## config.mk

```make
export PLATFORM = sky130hd
export DESIGN_NAME = mmcm_reset_ctrl
export DESIGN_NICKNAME = d
export VERILOG_FILES = /design/src/rtl/mmcm_reset_ctrl.sv
export SDC_FILE = /design/constraint.sdc
export NUM_CORES = 1
export LEC_CHECK = 0
export CAP_MARGIN = 20
export CORE_MARGIN = 2
export CORE_UTILIZATION = 55
export CTS_BUF_LIST = sky130_fd_sc_hd__clkbuf_4 sky130_fd_sc_hd__clkbuf_8
export CTS_CLUSTER_DIAMETER = 50
export DETAILED_ROUTE_END_ITERATION = 10
export GPL_TIMING_DRIVEN = 0
export HOLD_SLACK_MARGIN = 0.12
export PLACE_DENSITY_LB_ADDON = 0.15
export SETUP_SLACK_MARGIN = 0.3
export SLEW_MARGIN = 25
export SYNTH_ARGS = -nofsm -noshare
export SYNTH_HDL_FRONTEND = slang
export SYNTH_SLANG_ARGS = --single-unit
```

## constraint.sdc

```tcl
create_clock -name clk -period 1.84 [get_ports clk]
set_input_delay 0.368 -clock clk [delete_from_list [all_inputs] [get_ports clk]]
set_output_delay 0.368 -clock clk [all_outputs]
set_load 0.05 [all_outputs]
```

## src/rtl/mmcm_reset_ctrl.sv

```systemverilog
// MMCM reset sequencer: hold, wait for lock, settle, run, with retry/fault.
// Optional macro MMCM_PWRDWN_EN drives mmcm_pwrdwn high while in FAULT.
module mmcm_reset_ctrl #(
    parameter int RST_HOLD_CYCLES = 16,
    parameter int LOCK_TIMEOUT    = 65535,
    parameter int SETTLE_CYCLES   = 256,
    parameter int MAX_RETRIES     = 3
) (
    input  logic       clk,
    input  logic       rst_n,
    input  logic       mmcm_locked,
    input  logic       restart,
    output logic       mmcm_rst,
    output logic       mmcm_pwrdwn,
    output logic       sys_rst_n,
    output logic       ready,
    output logic       fault,
    output logic [7:0] lock_loss_cnt
);

    localparam int HW = (RST_HOLD_CYCLES > 1) ? $clog2(RST_HOLD_CYCLES) : 1;
    localparam int WW = (LOCK_TIMEOUT > 1) ? $clog2(LOCK_TIMEOUT) : 1;
    localparam int SW = (SETTLE_CYCLES > 1) ? $clog2(SETTLE_CYCLES) : 1;

    localparam logic [HW-1:0] HOLD_LAST   = HW'(RST_HOLD_CYCLES - 1);
    localparam logic [WW-1:0] WAIT_LAST   = WW'(LOCK_TIMEOUT - 1);
    localparam logic [SW-1:0] SETTLE_LAST = SW'(SETTLE_CYCLES - 1);
    localparam logic [3:0]    RETRY_MAX   = 4'(MAX_RETRIES);

`ifdef MMCM_PWRDWN_EN
    localparam logic PWR_ON = 1'b1;
`else
    localparam logic PWR_ON = 1'b0;
`endif

    typedef enum logic [2:0] {
        S_HOLD,
        S_WAIT_LOCK,
        S_SETTLE,
        S_RUN,
        S_FAULT
    } state_t;

    state_t        state;
    logic [1:0]    sync;
    logic          locked_s;
    logic [HW-1:0] hold_cnt;
    logic [WW-1:0] wait_cnt;
    logic [SW-1:0] settle_cnt;
    logic [3:0]    retry_cnt;

    assign locked_s = sync[1];

    // Bring the asynchronous LOCKED into the clk domain.
    always_ff @(posedge clk or negedge rst_n) begin
        if (!rst_n) begin
            sync <= 2'b00;
        end else begin
            sync <= {sync[0], mmcm_locked};
        end
    end

    // Sequencer FSM; every output is a flop updated on state transitions.
    always_ff @(posedge clk or negedge rst_n) begin
        if (!rst_n) begin
            state         <= S_HOLD;
            hold_cnt      <= '0;
            wait_cnt      <= '0;
            settle_cnt    <= '0;
            retry_cnt     <= '0;
            lock_loss_cnt <= '0;
            mmcm_rst      <= 1'b1;
            mmcm_pwrdwn   <= 1'b0;
            sys_rst_n     <= 1'b0;
            ready         <= 1'b0;
            fault         <= 1'b0;
        end else if (restart) begin
            state       <= S_HOLD;
            hold_cnt    <= '0;
            retry_cnt   <= '0;
            mmcm_rst    <= 1'b1;
            mmcm_pwrdwn <= 1'b0;
            sys_rst_n   <= 1'b0;
            ready       <= 1'b0;
            fault       <= 1'b0;
        end else begin
            unique case (state)
                S_HOLD: begin
                    if (hold_cnt == HOLD_LAST) begin
                        state    <= S_WAIT_LOCK;
                        wait_cnt <= '0;
                        mmcm_rst <= 1'b0;
                    end else begin
                        hold_cnt <= hold_cnt + 1'b1;
                    end
                end
                S_WAIT_LOCK: begin
                    if (locked_s) begin
                        // The detecting cycle is the first settle cycle.
                        if (SETTLE_CYCLES == 1) begin
                            state     <= S_RUN;
                            sys_rst_n <= 1'b1;
                            ready     <= 1'b1;
                            retry_cnt <= '0;
                        end else begin
                            state      <= S_SETTLE;
                            settle_cnt <= SW'(1);
                        end
                    end else if (wait_cnt == WAIT_LAST) begin
                        if (retry_cnt == RETRY_MAX) begin
                            state       <= S_FAULT;
                            mmcm_rst    <= 1'b1;
                            mmcm_pwrdwn <= PWR_ON;
                            fault       <= 1'b1;
                        end else begin
                            state     <= S_HOLD;
                            hold_cnt  <= '0;
                            retry_cnt <= retry_cnt + 1'b1;
                            mmcm_rst  <= 1'b1;
                        end
                    end else begin
                        wait_cnt <= wait_cnt + 1'b1;
                    end
                end
                S_SETTLE: begin
                    if (!locked_s) begin
                        state    <= S_HOLD;
                        hold_cnt <= '0;
                        mmcm_rst <= 1'b1;
                    end else if (settle_cnt == SETTLE_LAST) begin
                        state     <= S_RUN;
                        sys_rst_n <= 1'b1;
                        ready     <= 1'b1;
                        retry_cnt <= '0;
                    end else begin
                        settle_cnt <= settle_cnt + 1'b1;
                    end
                end
                S_RUN: begin
                    if (!locked_s) begin
                        state     <= S_HOLD;
                        hold_cnt  <= '0;
                        mmcm_rst  <= 1'b1;
                        sys_rst_n <= 1'b0;
                        ready     <= 1'b0;
                        if (lock_loss_cnt != 8'hFF) begin
                            lock_loss_cnt <= lock_loss_cnt + 1'b1;
                        end
                    end
                end
                S_FAULT: begin
                    // Parked until restart or rst_n.
                end
                default: begin
                    state       <= S_HOLD;
                    hold_cnt    <= '0;
                    mmcm_rst    <= 1'b1;
                    mmcm_pwrdwn <= 1'b0;
                    sys_rst_n   <= 1'b0;
                    ready       <= 1'b0;
                    fault       <= 1'b0;
                end
            endcase
        end
    end

endmodule

```

==> summary.txt <==
Outcome
  – Status: finished with violations
  – Failing checks: negative setup slack

Placed design
  – Pre-CTS WS: -652 ps
  – Final GP Congestion: 0.871
  – PortBufs: 15
  – DP HPWL: 3920 um

Layout
  – Most frequent cells in the layout: 41 x buf_4, 38 x dfrtp_1, 32 x buf_6, 21 x nor2_1, 18 x nand2_1
  – Fin nets: 376
  – Most common cell after layout, fill and taps aside: buf_4
  – Synth-to-Final Area Change: 53.2%
  – Antenna Cells: 0
  – Area of the multi-input gates: 0.00189 mm^2
  – End-of-flow core utilization: 87.5%
  – FF/Latch Area: 0.00121 mm^2
  – Layout cells sized above 1: 50.4%
  – # fillers: 222

STA
  – Final WS setup: -173 ps
  – Final max-slew violation count: 0
  – RSZ-0062 raised after global routing: yes
  – Final setup TNS: -1260 ps
  – Setup violations, final: 18
  – Crit path time final: 2010 ps
  – Clk_skew: 10.7 ps
  – Worst slew pin tran: 609 ps
  – FMAX: 497 MHz
  – Hold_ws: 359 ps
  – Slew headroom: 59.4%
  – Final worst path period share: 109%
  – Final Hold Vio Count: 0

Worst setup path
  – Buf/Inv on CP: 0
  – Top delay family on crit path: simple AND/OR/NAND/NOR gates
  – Worst setup SP type: register
  – CP Cell Sequence: ha_4, nand4_1, nor2_4, a311oi_4, or3_4, mux2_4
  – Critical path arrival: 2220 ps
  – Max stage delay on crit path: 440 ps
  – CP max-delay cell: or3_4
  – CP endpoint kind: register
  – Worst endpoint required time: 2040 ps
  – WS Path Type: register to register
  – Crit-path max FO: 4

GRT
  – Largest net degree at the start of global routing: 49
  – GRT Overall Usage: 26.7%
  – First-pass GRT wire length: 11300 um
  – Initial antenna violation count: 0
  – Vias in the first global route: 2388
  – Gr ovfl total: 0

Drt
  – First-pass DRT Iterations: 4
  – Wirelength per Cell: 19.2 um
  – Violation count after the first detailed-route iteration: 132
  – Top Layer Used: met4
  – DRT antenna net count: 0
  – Met2 Wirelength: 4340 um
  – # DRC: 0
  – Met3 wire length: 333 um
  – Final wirelength: 8340 um
  – Drt via density: 6.03
  – Metal1 wirelength: 3410 um
  – Via count: 2619

Clock network
  – CTS Buffer Depth: 2
  – H-Tree Depth: 2
  – Clk slew on worst S/H paths: 90 ps
  – Sink Count: 48
  – CTS tree: built
  – CTS Buf Count: 5
  – Root Driver: clkbuf_8
  – Worst-skew pair later-pin latency: 310 ps

Die
  – Core Area: 0.00475 mm^2
  – Std cell rows: 25
  – Die span in y: 74.3 um
  – Die X: 74.3 um
  – Starting Density: 57.1%
  – Full die area: 0.00552 mm^2
  – Ports: 17

Yosys
  – Asr flop ratio synth: 100%
  – Warnings from Yosys: 0
  – Post-synth EDFFs: 0
  – Top FF cell, synth: dfrtp_1
  – Cell variety after synth: 64
  – Largest area contributor in the synthesized netlist: dfrtp_1
  – Syn Nets: 290
  – Seq/Total Area, Yosys: 44.3%
  – Synth Instances: 280
  – Synth area leaders: dfrtp_1 43%, xnor2_1 4.8%, nor2_1 3.6%, nand2_1 3.0%, ha_1 2.8%
  – Post-synthesis register bit count: 48
  – Post-synthesis area per instance: 9.70 um^2
  – Share of the synthesized area in the top cell type: 43.3%
  – Post-Syn Area: 0.00272 mm^2

Pwr
  – Power density cells: 945 mW/mm^2
  – Leak Pwr: 1.77 nW
  – Worst vdd ir: 0.741 mV
  – Total power: 0.00393 W

Flow run
  – Max-cap violations: 0

Min path
  – Hold Path Class: register to register
## registers in the layout, summed over array words and instances, names as in the netlist
register       flops
fault              1
hold_cnt           4
lock_loss_cnt      8
mmcm_rst           1
ready              1
retry_cnt          4
settle_cnt         8
state              3
sync               2
wait_cnt          16
## cell families (layout without fill, tap and decap cells)
logic type	after synthesis	count (layout)	synth area share, %
XOR/XNOR	20	20	6.45
other	1	1	0.138
flip-flops	48	48	44.3
buffers and inverters	21	108	3.78
AO/OA/AOI/OAI	57	57	15.5
adder cells (fa/ha/maj)	6	6	2.76
multiplexers	8	8	3.55
AND/OR/NAND/NOR	119	119	23.5
## cells in the mapped netlist (all sizes together) (2+ instances only)
master and instances:
a2111oi 4, a31oi 2, inv 7, ha 6
xor2 5, o41ai 3, and3 8, buf 9
a21oi 8, a211oi 5, a21o 5, mux2 7
o31ai 2, nor3 8, nand2b 3, clkbuf 5
and2 2, nand3 15, nand4 11, nor2b 5
nor4 2, xnor2 15, nor2 26, or3 4
or3b 2, nand2 22, dfrtp 47, nor3b 3
a22o 4, and4 3, o21ai 14
## worst reg2reg max path, cell delays in order (launching register included)
cell and delay [ps]:
dfrtp_1 420, ha_4 160, nand4_1 190, nor2_4 240
a311oi_4 140, or3_4 440, mux2_4 310
## metal layers
layer,vias up,global-route usage (%)
met5,-,0
met2,85,45.1
li1,1187,-
met4,0,9.72
met3,22,5.15
met1,1325,34.4
## final cells by class
class / count / share of cell area, %
multi-input cells: 211 / 45.4
flip-flops and latches: 48 / 29.2
repair buffers: 79 / 17.2
plain buffers: 14 / 3.40
well taps: 67 / 2.02
clock buffers: 6 / 1.98
inverters: 7 / 0.632
clock inverters: 2 / 0.241
## path summary, 6_finish.rpt
| check | start | endpoint | slack (ps) | depth (start not counted) |
|---|---|---|---|---|
| worst min register to register | sync[0] | sync[1] | 360 | 0 |
| worst max register to register | settle_cnt[1] | retry_cnt[0] | -170 | 6 |
| max in group asynchronous | rst_n | sync[1] | 790 | 2 |
| min in group asynchronous | rst_n | wait_cnt[13] | 600 | 2 |
| worst min-delay path | sync[0] | sync[1] | 360 | 0 |
| worst max-delay path | settle_cnt[1] | retry_cnt[0] | -170 | 6 |
## report_power, final
group / switching [W] / internal (W)
Clock: 0.000378 / 0.000301
Combinational: 0.000979 / 0.000900
Sequential: 0.000163 / 0.00121
Total: 0.00152 / 0.00241
## through the flow
stage	area (um^2)	cells
after floorplan	2850	280
after global placement	3090	362
after detailed placement	3080	362
after CTS	3700	408
after global routing	4160	434
final	4160	434
## timing repair
action | CTS | global route
pin swaps | 28 | 49
hold buffers | 1 | 0
cloned | 1 | 1
endpoints found under the setup margin | 56 | 46
gates resized for setup | 107 | 68
buffers inserted | 36 | 25
hold endpoints to repair | 47 | 0
Note: power is estimated with default switching activity, not from simulation.
